`src/rtl/acumulador_accumulator_slave_if.sv`:
```
// Single-register Avalon-MM slave bus for the accumulator: write strobe/data in, read strobe in, readdata out.
interface acumulador_accumulator_slave_if #(
  parameter int DATA_WIDTH = 32
);
  logic                  write;
  logic [DATA_WIDTH-1:0] writedata;
  logic                  read;
  logic [DATA_WIDTH-1:0] readdata;

  modport master (output write, output writedata, output read, input readdata);
  modport slave  (input write, input writedata, input read, output readdata);
endinterface

```
`src/rtl/acumulador_accumulator_slave.sv`:
```
// Avalon-MM accumulator: every accepted write adds writedata to a running sum,
// readable with zero latency and exported continuously on a conduit.
module acumulador_accumulator_slave #(
  parameter int DATA_WIDTH = 32
) (
  input  logic                  clock,
  input  logic                  reset_n,
  acumulador_accumulator_slave_if.slave avs,
  output logic [DATA_WIDTH-1:0] sum_export
);

  logic [DATA_WIDTH-1:0] sum;

  // Modulo-2^N add; carry-out is intentionally dropped.
  always_ff @(posedge clock or negedge reset_n) begin
    if (!reset_n)       sum <= '0;
    else if (avs.write) sum <= sum + avs.writedata;
  end

  // Read returns the pre-edge sum, so a same-cycle write shows up only after the edge.
  assign avs.readdata = avs.read ? sum : '0;
  assign sum_export   = sum;

endmodule

```
`src/flat_wrapper.sv`:
```
// flat-port wrapper written by rule: the top's interface ports become plain ports
module acumulador_accumulator_slave_flat 
#(
  parameter int DATA_WIDTH = 32
)
  (clock, reset_n, sum_export, avs_write, avs_writedata, avs_read, avs_readdata);
  acumulador_accumulator_slave_if #(.DATA_WIDTH(DATA_WIDTH)) avs_i ();
  input  logic clock;
  input  logic reset_n;
  output logic [DATA_WIDTH-1:0] sum_export;
  input wire logic [$bits(avs_i.write)-1:0] avs_write;
  input wire logic [$bits(avs_i.writedata)-1:0] avs_writedata;
  input wire logic [$bits(avs_i.read)-1:0] avs_read;
  output wire logic [$bits(avs_i.readdata)-1:0] avs_readdata;
  assign avs_i.write = avs_write;
  assign avs_i.writedata = avs_writedata;
  assign avs_i.read = avs_read;
  assign avs_readdata = avs_i.readdata;
  acumulador_accumulator_slave #(.DATA_WIDTH(DATA_WIDTH)) u_core (.clock(clock), .reset_n(reset_n), .avs(avs_i), .sum_export(sum_export));
endmodule
```
`config.mk`:
```
export PLATFORM = sky130hd
export DESIGN_NAME = acumulador_accumulator_slave_flat
export DESIGN_NICKNAME = d
export VERILOG_FILES = /design/src/rtl/acumulador_accumulator_slave_if.sv /design/src/rtl/acumulador_accumulator_slave.sv /design/src/flat_wrapper.sv
export SDC_FILE = /design/constraint.sdc
export NUM_CORES = 1
export LEC_CHECK = 0
export BUFFER_PORTS_ARGS = -buffer_cell sky130_fd_sc_hd__buf_2
export CAP_MARGIN = 5
export CORE_MARGIN = 2
export CORE_UTILIZATION = 52
export CTS_CLUSTER_DIAMETER = 200
export DETAILED_ROUTE_END_ITERATION = 16
export GPL_ROUTABILITY_DRIVEN = 0
export PLACE_DENSITY = 0.77
export SYNTH_ARGS = -nofsm -noshare
export SYNTH_HDL_FRONTEND = slang
export SYNTH_SLANG_ARGS = --single-unit
```
`constraint.sdc`:
```
create_clock -name clock -period 2.8 [get_ports clock]
set_input_delay 0.28 -clock clock [delete_from_list [all_inputs] [get_ports clock]]
set_output_delay 0.28 -clock clock [all_outputs]
set_load 0.02 [all_outputs]
```
==> flow_summary.yaml <==
run_status:
  status: "finished clean"
finish:
  seqCellArea_um2: 801
  n_antenna_cell: 0
  multiInputGateArea_um2: 2280
  area_growth_pct: 24.6
  final_common_cell: "buf_2"
  num-nets-final: 535
  mostFrequentLayoutCells: "buf_2 (99), a21oi_1 (38), and2_1 (34), nand2_1 (32), dfrtp_1 (32)"
  drive_above_1_share_pct: 32.5
  largest_reg_flops: 32
  final.fill_count: 502
drt:
  finalWirelength_um: 8340
  drtPass1Iterations: 5
  dr_total_vias: 3188
  vias_per_cell: 5.87
  ant_nets: 0
  first_iter_violations: 230
  post_drt_wl_per_cell_um: 15.4
  post-route-drc-count: 0
sta:
  whs_ps: 53.9
  finalMaxSlewViolations: 0
  tns_ps: 0
  slew_headroom_pct: 50.3
  rsz0062_at_grt: "false"
  tightest_slew_ps: 745
  finalCriticalPeriod_ps: 2670
  clock.fmax_ghz: 0.375
  fin_crit_sh_pct: 95.4
  setup_viol: 0
  hold_viol_final: 0
  setup_slack_ps: 130
  finalClockSkew_ps: 6.31
logic_synthesis:
  ys.warnings.count: 0
  synth-main-ff-cell: "dfrtp_1"
  synth_nets: 434
  yosysSeqAreaShare_pct: 25.7
  synth_area_um2: 3120
  async_flop_share_pct: 100
  synthCells: 366
  syn_avg_cell_area_um2: 8.52
  ys_types: 53
  synth_seq_cells: 32
  synth_edf_count: 0
die:
  rows: 28
  core_area_um2: 5850
  fp.dieArea_um2: 6630
  die_y_um: 81.4
  initial_utilization_pct: 53.3
  die_w_um: 81.4
  boundaryPins: 100
global_route:
  grt_pass1_wl_um: 13700
  gr-total-overflow: 0
  grt_usage_pct: 26.2
  antenna_found_initial: 0
  first_global_vias: 3057
  grt_max_degree: 33
cts:
  cts_num_sinks: 32
  h-tree-depth: 2
  cts_hold_buf: 0
  clk_pin_slew_ps: 70
  cts_tree: "done"
  numCtsBuffers: 5
  cts-root-buf: "clkbuf_8"
  clockBufferDepth: 2
  clk_latency_ps: 290
placed_design:
  io_buffers: 99
  pre_cts_ws_ps: 16.8
  hpwl_um: 6390
power:
  powerDensity_nw_per_um2: 1330
  ir_drop_v: 0.000613
  power.leakage_nw: 1.88
worst_setup_path:
  crit_arrival_ps: 2840
  required_ps: 2970
  worstSetupEndpointType: "flip-flop"
  crit_path_start_kind: "flip-flop"
  cp_max_fo: 4
  crit_type: "flip-flop to flip-flop"
flow_run:
  max-cap-violations: 0
min_path:
  hold_class: "input pin to async pin"
==> worst max-delay path, stage by stage (launching register included) <==
cell and delay (ps):
dfrtp_1 400, ha_2 210, fa_1 410, a21o_1 230, a221oi_4 290, o21ai_2 120
a2111o_1 440, nand2_1 110, xnor2_1 80, mux2_4 260
==> path summary, 6_finish.rpt <==
check	endpoint	slack [ps]	cells after the start	from
worst max-delay path	u_core.sum_export[20]	130	9	u_core.sum_export[0]
worst min-delay path	u_core.sum_export[6]	50	1	reset_n
worst max register to register	u_core.sum_export[20]	130	9	u_core.sum_export[0]
worst min register to register	u_core.sum_export[27]	520	2	u_core.sum_export[27]
max in group asynchronous	u_core.sum_export[18]	2270	1	reset_n
min in group clock	u_core.sum_export[31]	360	3	avs_writedata[31]
==> per-stage QoR <==
stage                     utilization (%)  area [um^2]  total power, W  std cells
after floorplan                         -         3120         0.00357        366
after global placement               63.6         3720         0.00448        535
after detailed placement             63.6         3720         0.00457        535
after CTS                            65.8         3850         0.00510        543
after global routing                 66.4         3890         0.00562        543
final                                66.4         3890         0.00517        543
==> metal layers <==
layer  wire [um]  GRT usage [%]  vias up
met4         228           9.83        0
met5           0              0        -
li1            -              -     1543
met3         563           3.41       21
met2        3950           44.5      135
met1        3600           33.9     1489
==> power breakdown <==
part	internal [W]	switching (W)
clock network	0.000314	0.000185
logic	0.00159	0.00212
registers	0.000714	0.000249
==> area by class of cell <==
cell class	count	area share, %
flip-flops and latches	32	20.6
clock inverters	1	0.773
multi-input cells	314	58.6
clock buffers	7	2.48
repair buffers	109	14.7
inverters	5	0.483
well taps	75	2.41
==> cell families (layout without fill, tap and decap cells) <==
| group | Yosys count | in the layout | share of synthesized area (%) |
|---|---|---|---|
| muxes | 27 | 27 | 9.75 |
| buffers and inverters | 20 | 122 | 2.49 |
| adders and majority gates | 32 | 32 | 13.1 |
| and+or+nand+nor | 128 | 128 | 21.3 |
| xor gates and xnor gates | 24 | 24 | 6.74 |
| DFF | 32 | 32 | 25.7 |
| AOI/OAI and AO/OA | 103 | 103 | 21.0 |
==> cells in the mapped netlist, drive strengths merged (4+ instances only) <==
| library cell | n | area (um^2) |
|---|---|---|
| a21o | 10 | 77.6 |
| a21oi | 39 | 199 |
| and2 | 34 | 213 |
| and3 | 5 | 31.3 |
| clkbuf | 12 | 46.3 |
| dfrtp | 32 | 801 |
| ha | 31 | 388 |
| inv | 5 | 18.8 |
| mux2 | 24 | 274 |
| nand2 | 32 | 120 |
| nand3 | 13 | 70.1 |
| nand4 | 7 | 43.8 |
| nor2 | 20 | 77.6 |
| nor3 | 9 | 45.0 |
| o211ai | 4 | 30.0 |
| o21ai | 22 | 114 |
| o21bai | 4 | 30.0 |
| xnor2 | 15 | 131 |
| xor2 | 9 | 78.8 |
==> what timing repair did <==
| action | 4_1_cts | 5_1_grt |
|---|---|---|
| buffers inserted | 0 | 0 |
| setup endpoints to repair | 0 | 9 |
| resized for setup | 0 | 7 |
No activity file was read; power rests on OpenSTA's default activity.
